[src/rtl/hamming_receptor.sv]
// hamming_receptor
// ----------------
// Receive side of a Hamming(7,4) link. Codewords arrive over a valid/ready
// handshake. The syndrome is computed on entry and stored in stage A. Stage A
// corrects any single-bit error and extracts the data nibble into stage B, and
// stage B drives the output handshake. A saturating counter records how many
// words needed correction.
//
// Ports:
//   clk           system clock, rising edge
//   rst_n         asynchronous reset, active-low
//   in_code[6:0]  received codeword, in_code[k] = Hamming position k+1
//   in_valid      in_code is valid this cycle
//   in_ready      block accepts in_code this cycle (combinational)
//   out_data[3:0] corrected data {d4,d3,d2,d1} = {c7,c6,c5,c3}
//   out_syndrome  syndrome of the word on out_data (0 = clean)
//   out_corrected 1 when out_syndrome != 0
//   out_valid     out_* fields valid
//   out_ready     downstream accepts out_* this cycle
//   clr_count     synchronous clear of err_count (beats an increment)
//   err_count     saturating count of corrected words
module hamming_receptor #(
  parameter int ERR_CNT_W = 8
) (
  input  logic                 clk,
  input  logic                 rst_n,
  input  logic [6:0]           in_code,
  input  logic                 in_valid,
  output logic                 in_ready,
  output logic [3:0]           out_data,
  output logic [2:0]           out_syndrome,
  output logic                 out_corrected,
  output logic                 out_valid,
  input  logic                 out_ready,
  input  logic                 clr_count,
  output logic [ERR_CNT_W-1:0] err_count
);

  // Stage A: raw codeword and its syndrome
  logic [6:0] code_a_reg;
  logic [2:0] syn_a_reg;
  logic       valid_a_reg;

  // Stage B: corrected data presented on the outputs
  logic [3:0] data_b_reg;
  logic [2:0] syn_b_reg;
  logic       corr_b_reg;
  logic       valid_b_reg;

  logic [ERR_CNT_W-1:0] err_cnt_reg;

  logic [2:0] syn_in;
  logic [6:0] fixed_code;
  logic [3:0] data_a;
  logic       adv_b;
  logic       load_a;
  logic       count_next;

  // Syndrome over the incoming word; its value is the failing position.
  assign syn_in[0] = in_code[0] ^ in_code[2] ^ in_code[4] ^ in_code[6];
  assign syn_in[1] = in_code[1] ^ in_code[2] ^ in_code[5] ^ in_code[6];
  assign syn_in[2] = in_code[3] ^ in_code[4] ^ in_code[5] ^ in_code[6];

  // Flip the bit whose position matches the syndrome; syndrome 0 never
  // matches any position, so a clean word passes through untouched.
  generate
    for (genvar gi = 0; gi < 7; gi++) begin : g_fix
      assign fixed_code[gi] = code_a_reg[gi] ^ (syn_a_reg == 3'(gi + 1));
    end
  endgenerate

  assign data_a = {fixed_code[6], fixed_code[5], fixed_code[4], fixed_code[2]};

  // Stage B moves when it is empty or being drained; stage A can take a new
  // word when it is empty or its content is moving on to B.
  assign adv_b    = !valid_b_reg | out_ready;
  assign in_ready = !valid_a_reg | adv_b;
  assign load_a   = in_ready & in_valid;

  // Each erroneous word is counted once, at its A->B move.
  assign count_next = adv_b & valid_a_reg & (syn_a_reg != 3'd0);

  always_ff @(posedge clk or negedge rst_n) begin
    if (!rst_n) begin
      code_a_reg  <= '0;
      syn_a_reg   <= '0;
      valid_a_reg <= 1'b0;
    end else if (in_ready) begin
      valid_a_reg <= in_valid;
      // Payload only captured on a real transfer so idle-bus garbage
      // never reaches the syndrome or the counter.
      if (in_valid) begin
        code_a_reg <= in_code;
        syn_a_reg  <= syn_in;
      end
    end
  end

  always_ff @(posedge clk or negedge rst_n) begin
    if (!rst_n) begin
      data_b_reg  <= '0;
      syn_b_reg   <= '0;
      corr_b_reg  <= 1'b0;
      valid_b_reg <= 1'b0;
    end else if (adv_b) begin
      valid_b_reg <= valid_a_reg;
      if (valid_a_reg) begin
        data_b_reg <= data_a;
        syn_b_reg  <= syn_a_reg;
        corr_b_reg <= (syn_a_reg != 3'd0);
      end
    end
  end

  always_ff @(posedge clk or negedge rst_n) begin
    if (!rst_n) begin
      err_cnt_reg <= '0;
    end else if (clr_count) begin
      err_cnt_reg <= '0;
    end else if (count_next && !(&err_cnt_reg)) begin
      err_cnt_reg <= err_cnt_reg + ERR_CNT_W'(1);
    end
  end

  // Unused load_a kept visible for readability of the transfer condition.
  logic unused_load_a;
  assign unused_load_a = load_a;

  assign out_data      = data_b_reg;
  assign out_syndrome  = syn_b_reg;
  assign out_corrected = corr_b_reg;
  assign out_valid     = valid_b_reg;
  assign err_count     = err_cnt_reg;

endmodule
[config.mk]
export PLATFORM = sky130hd
export DESIGN_NAME = hamming_receptor
export DESIGN_NICKNAME = d
export VERILOG_FILES = /design/src/rtl/hamming_receptor.sv
export SDC_FILE = /design/constraint.sdc
export NUM_CORES = 1
export LEC_CHECK = 0
export CORE_MARGIN = 3
export CORE_UTILIZATION = 45
export CTS_CLUSTER_SIZE = 10
export DETAILED_ROUTE_END_ITERATION = 7
export PLACE_DENSITY = 0.76
export SETUP_SLACK_MARGIN = 0.1
export SYNTH_ARGS = -nofsm -noshare
export SYNTH_HDL_FRONTEND = slang
export SYNTH_SLANG_ARGS = --single-unit
[constraint.sdc]
create_clock -name clk -period 1.95 [get_ports clk]
set_input_delay 0.2925 -clock clk [delete_from_list [all_inputs] [get_ports clk]]
set_output_delay 0.2925 -clock clk [all_outputs]
set_load 0.05 [all_outputs]
==> results.json <==
{
  "outcome": "finished clean",
  "powerDensity_mw_per_mm2": 889,
  "htree_num_levels": 1,
  "yosysWarnings": 0,
  "cts_root_buffer": "clkbuf_4",
  "clkLatencyLatePin_ns": 0.31,
  "cp-end-kind": "primary output",
  "critPathArrivalTime_ns": 1.49,
  "setup_ws_ns": 0.168,
  "fmax_ghz": 0.561,
  "slew-limit-headroom_pct": 58.4,
  "async_flop_share_pct": 100,
  "setup_violations": 0,
  "grt_remaining_overflow": 0,
  "vias_per_cell": 5.55,
  "row_count": 18,
  "fin_crit_sh_pct": 91.4,
  "antenna_found_initial": 0,
  "slowest_stage": "clkdlybuf4s50_1",
  "grt_max_degree": 26,
  "placed_cells": 175,
  "hold_path_class": "in2async",
  "synthTopCellsByArea": "dfrtp_1, mux2_1, nand2_1, xnor2_1, xor2_1",
  "drtIter0Drc": 37,
  "fin_util_pct": 63.6,
  "slew_viol_final": 0,
  "cts.path.max_buffers": 2,
  "netlist_instances": 115,
  "finalHoldViolCount": 0,
  "synth_nets": 128,
  "wirelength_um": 2480,
  "required_ns": 1.66,
  "remaining_drc_errors": 0,
  "tns_ns": 0,
  "synthMuxAreaShare_pct": 7.43,
  "finClkSkew_ns": 0.00811,
  "rsz0062_at_grt": "false",
  "power_mw": 1.45,
  "area_growth_pct": 29.4,
  "yosysSeqAreaShare_pct": 49.6,
  "hold_buffers": 0,
  "clock_sinks": 25,
  "start_util_pct": 49.2,
  "cp_max_fo": 2,
  "synth_top_area_share_pct": 49.6,
  "p_leak_nw": 0.695,
  "insertedDiodeCount": 0,
  "netlist_area_mm2": 0.00126,
  "synth_xor_area_share_pct": 8.33,
  "drtPass1Iterations": 4,
  "synth_area_leader_cell": "dfrtp_1",
  "final_cell_count_no_fill": 179,
  "yosys.area_share.simple_pct": 19.4,
  "fillCellCount": 219,
  "syn_avg_cell_area_um2": 11.0,
  "cts_buffers": 3,
  "post_drt_wl_per_cell_um": 13.8,
  "period_needed_ns": 1.78,
  "synth_compound_area_share_pct": 10.9,
  "cts_tree": "done",
  "pre_cts_ws_ns": 0.0470,
  "clkTransAtPathRegs_ns": 0.13,
  "dpl.hpwl_um": 1910,
  "fp.coreArea_mm2": 0.00257,
  "synth_top_family_by_area": "simple AND/OR/NAND/NOR gates",
  "worst_pin_slew_ns": 0.623,
  "crit_chain": "clkdlybuf4s50_1",
  "postRouteAntennaNets": 0,
  "ir_drop_v": 0.000613,
  "postLayoutCellArea_mm2": 0.00163,
  "synth_cell_types": 34,
  "ys_seq_elements": 25,
  "crit_path_start_kind": "register",
  "grt.total_usage_pct": 15.4,
  "dieArea_mm2": 0.00348,
  "cts_setup_buffers": 0,
  "grt_pass1_vias": 992,
  "synth_edf_count": 0,
  "multi_input_area_um2": 597,
  "largest_reg_flops": 8,
  "synthAdderAreaFrac_pct": 0.991,
  "synth_ff_type": "dfrtp_1",
  "portBuffers": 29,
  "nNetsFinal": 163,
  "via_count": 993,
  "critical_path_class": "reg2out",
  "path_delay_family": "buffers and inverters",
  "timing.hold.ws_ns": 0.323,
  "fp.dieW_um": 59.0,
  "grt_pass1_wl_um": 4200,
  "register_area_um2": 628,
  "path_buf_inv": 1,
  "placed_area_mm2": 0.00161,
  "die_y_um": 59.0,
  "io_pins": 30,
  "cpPeakStageDelay_ns": 0.81,
  "maxCapViolCount": 0,
  "drive_above_1_share_pct": 13.4,
  "gp_congestion": 0.800
}
==> where the power goes <==
| group | internal [mW] | switching, mW | total (mW) |
|---|---|---|---|
| logic | 0.212 | 0.339 | 0.551 |
| clock network | 0.0797 | 0.144 | 0.224 |
| registers | 0.602 | 0.0757 | 0.678 |
==> final timing paths <==
check                      cells past startpoint                     start  slack [ns]                  endpoint
min reg2reg                                    2   out_data[1]$_DFFE_PN0P_        0.50   out_data[1]$_DFFE_PN0P_
max reg2reg                                    5  err_count[1]$_DFFE_PN0P_        0.27  err_count[6]$_DFFE_PN0P_
max in group asynchronous                      2                     rst_n        1.35     out_valid$_DFFE_PN0P_
min in group clk                               2   out_data[1]$_DFFE_PN0P_        0.50   out_data[1]$_DFFE_PN0P_
min                                            2                     rst_n        0.32  err_count[1]$_DFFE_PN0P_
max                                            1   out_data[2]$_DFFE_PN0P_        0.17               out_data[2]
==> Yosys cell counts, types with 2 or more instances <==
master,instances
xnor2_1,6
o21ai_1,8
nand3b_1,4
nand2_1,14
o31ai_1,3
mux2_1,7
nand2b_1,2
or3_1,2
or4_1,2
nand3_1,3
nor2_1,4
dfrtp_1,25
xor2_1,6
nand3_2,2
a21oi_1,7
buf_6,2
==> area by class of cell <==
class | count | share of cell area (%)
Timing Repair Buffer | 35 | 20.9
Tap cell | 30 | 2.30
Inverter | 1 | 0.230
Sequential cell | 25 | 38.4
Multi-Input combinational cell | 84 | 36.5
Clock buffer | 4 | 1.61
==> cell families after synthesis <==
group,count (synthesis)
muxes,8
adders and majority gates,1
buffers and inverters,6
AOI/OAI and AO/OA,22
and+or+nand+nor,41
DFF,25
xor gates and xnor gates,12
==> metal layers <==
metal  GRT usage [%]  vias up  wire length, µm
li1                -      480                -
met1            18.4      486             1020
met2            27.8       23             1290
met3            2.85        4              136
met4            4.85        0               33
met5               0        -                0
==> what timing repair did <==
item                       4_1_cts  5_1_grt
setup endpoints to repair        7        2
gates resized for setup          7        2
cloned                           0        0
==> cell usage in the layout (no fill, tap or decap), types with 3 or more instances in the layout <==
| cell | n |
|---|---|
| dfrtp_1 | 23 |
| clkdlybuf4s50_1 | 19 |
| nand2_1 | 13 |
| o21ai_1 | 8 |
| mux2_1 | 7 |
| a21oi_1 | 7 |
| dlygate4sd2_1 | 7 |
| xor2_1 | 6 |
| xnor2_1 | 6 |
| buf_4 | 6 |
| nand3b_1 | 4 |
| nor2_1 | 4 |
| nand3_1 | 3 |
| o31ai_1 | 3 |
| clkbuf_4 | 3 |
Note: power is estimated with default switching activity, not from simulation.
==> edit, RTL diff (same settings) <==
The parameter `ERR_CNT_W` goes from 8 to 10.
--- a/src/rtl/hamming_receptor.sv
+++ b/src/rtl/hamming_receptor.sv
@@ -21,5 +21,5 @@
 //   err_count     saturating count of corrected words
 module hamming_receptor #(
-  parameter int ERR_CNT_W = 8
+  parameter int ERR_CNT_W = 10
 ) (
   input  logic                 clk,
Interface: changed (resized err_count); port bits go from 30 to 32. No check against the original RTL was run, so the function may have changed too.
==> edit against the original RTL <==
Critical path depth rose by 3. Worst setup slack improved by 0.099 ns. Hold slack lost 0.016 ns. Combinational power rose by 1%. Synthesized area increased by 11%. Count of clock-buffer cells in the layout fell by 1. Final area is 13% higher. Sequential cell count rose by 2. Routed wire length grew 14%. Power is 4.6% higher. First-iteration DRC count up 11%. Critical path type is now reg2reg. Highest routed layer unchanged.
==> edit: results (changes against the original RTL) <==
| Metric | Value |
|---|---|
| Clk Latency, worst-skew pair | 0.33 ns (+0.02 ns) |
| Wire length per cell | 14.3 µm (+3.2%) |
| Port bufs | 31 (+6.9%) |
| CLK BUF | 3 (-1) |
| Arrival @ worst endpoint | 1.94 ns (+0.45 ns) |
| Leakage power | 0.881 nW (+27%) |
| Multi-input logic cell count | 97 (+15%) |
| Area after DPL | 0.00180 mm² (+11%) |
| Clock-cell share | 1.63% (+0.025 points) |
| First-pass GRT wire length | 4.69 mm (+11%) |
| Fillers | 236 (+7.8%) |
| Routing usage on met1 | 20.3% (+1.8 points) |
| Final non-clock buffer share | 20.6% (-0.29 points) |
| Status | finished clean |
| Max FO, Critical Path | 7 (+5) |
| Nonclk inv count | 2 (+1) |
| Pin count of the biggest net entering global routing | 28 (+7.7%) |
| Max reg flops | 10 (+2) |
| Synth top cells by count | dfrtp_1 (27), nand2_1 (15), mux2_1 (7), o21ai_1 (7) |
| GR Layer Usage met3 | 4.13% (+1.3 points) |
| Initial DRC count | 41 (+11%) |
| Non-CTS buffers | 37 (+5.7%) |
| Vias per cell | 5.52 (-0.49%) |
| Nets | 181 (+11%) |
| VDD IR max | 0.000561 V (-8.4%) |
| Count of cell types in the netlist | 37 (+8.8%) |
| Area of the multi-input gates | 704 µm² (+18%) |
| Register area | 679 µm² (+8.2%) |
| GRT Util Overall | 16.7% (+1.3 points) |
| Gpl congestion | 0.880 (+9.9%) |
| CTS sink cnt | 27 (+8.0%) |
| Placed Cells | 194 (+11%) |
| Post-synthesis sequential area ratio | 48.1% (-1.4 points) |
| Max Clock Skew | 0.00273 ns (-0.00538 ns) |
| Grt met2 use | 28.7% (+0.94 points) |
| Number of global-route vias before repair | 1044 (+5.2%) |
| Post-DP HPWL | 2.19 mm (+15%) |
| Area Growth Syn to Fin | 31.0% |
| Synthesized area | 0.00140 mm² (+11%) |
## edit: cell count changes after synthesis, moves of 2 or more
cell | before | now
clkbuf_1 | 0 | 2
dfrtp_1 | 25 | 27
nand3_1 | 3 | 1
nand2b_1 | 2 | 6
nor3b_1 | 0 | 2
nand3_2 | 2 | 0
nor3_1 | 1 | 4
## edit: power groups by stage
stage	Sequential [mW]	Combinational, mW	Clock (mW)
final	0.716	0.558	0.247
after global routing	0.731	0.592	0.281
after CTS	0.718	0.572	0.258
after detailed placement	0.730	0.573	0
after global placement	0.726	0.564	0
after floorplan	0.919	0.170	0
## edit: critical path, stage by stage, from the launching register on
cell and delay [ns]:
dfrtp_1 0.47, or3_4 0.17, nand4_2 0.22, or4_1 0.56
a21oi_1 0.17
## edit: final timing paths
path                                                start                   endpoint  slack, ns  cells after the start
worst max-delay path             syn_a_reg[2]$_DFFE_PN0P_   err_count[8]$_DFFE_PN0P_       0.27                      4
worst min-delay path                                rst_n   err_count[3]$_DFFE_PN0P_       0.31                      2
worst max register to register   syn_a_reg[2]$_DFFE_PN0P_   err_count[8]$_DFFE_PN0P_       0.27                      4
worst min register to register  out_corrected$_DFFE_PN0P_  out_corrected$_DFFE_PN0P_       0.50                      1
max in group asynchronous                           rst_n   err_count[5]$_DFFE_PN0P_       1.37                      2
min in group clk                out_corrected$_DFFE_PN0P_  out_corrected$_DFFE_PN0P_       0.50                      1
## edit: cell families after synthesis
logic type	Yosys count	share of synthesized area, %
compound gates	22	9.89
xor+xnor	12	7.49
fa+ha+maj	1	0.891
buf+inv	5	1.87
flops	27	48.1
mux	10	8.47
simple gates	52	23.3
## edit: repair_timing
item,in CTS,in global routing
endpoints found under the setup margin,9,10
setup buffers,0,0
resized for setup,9,10
hold buffers,0,0
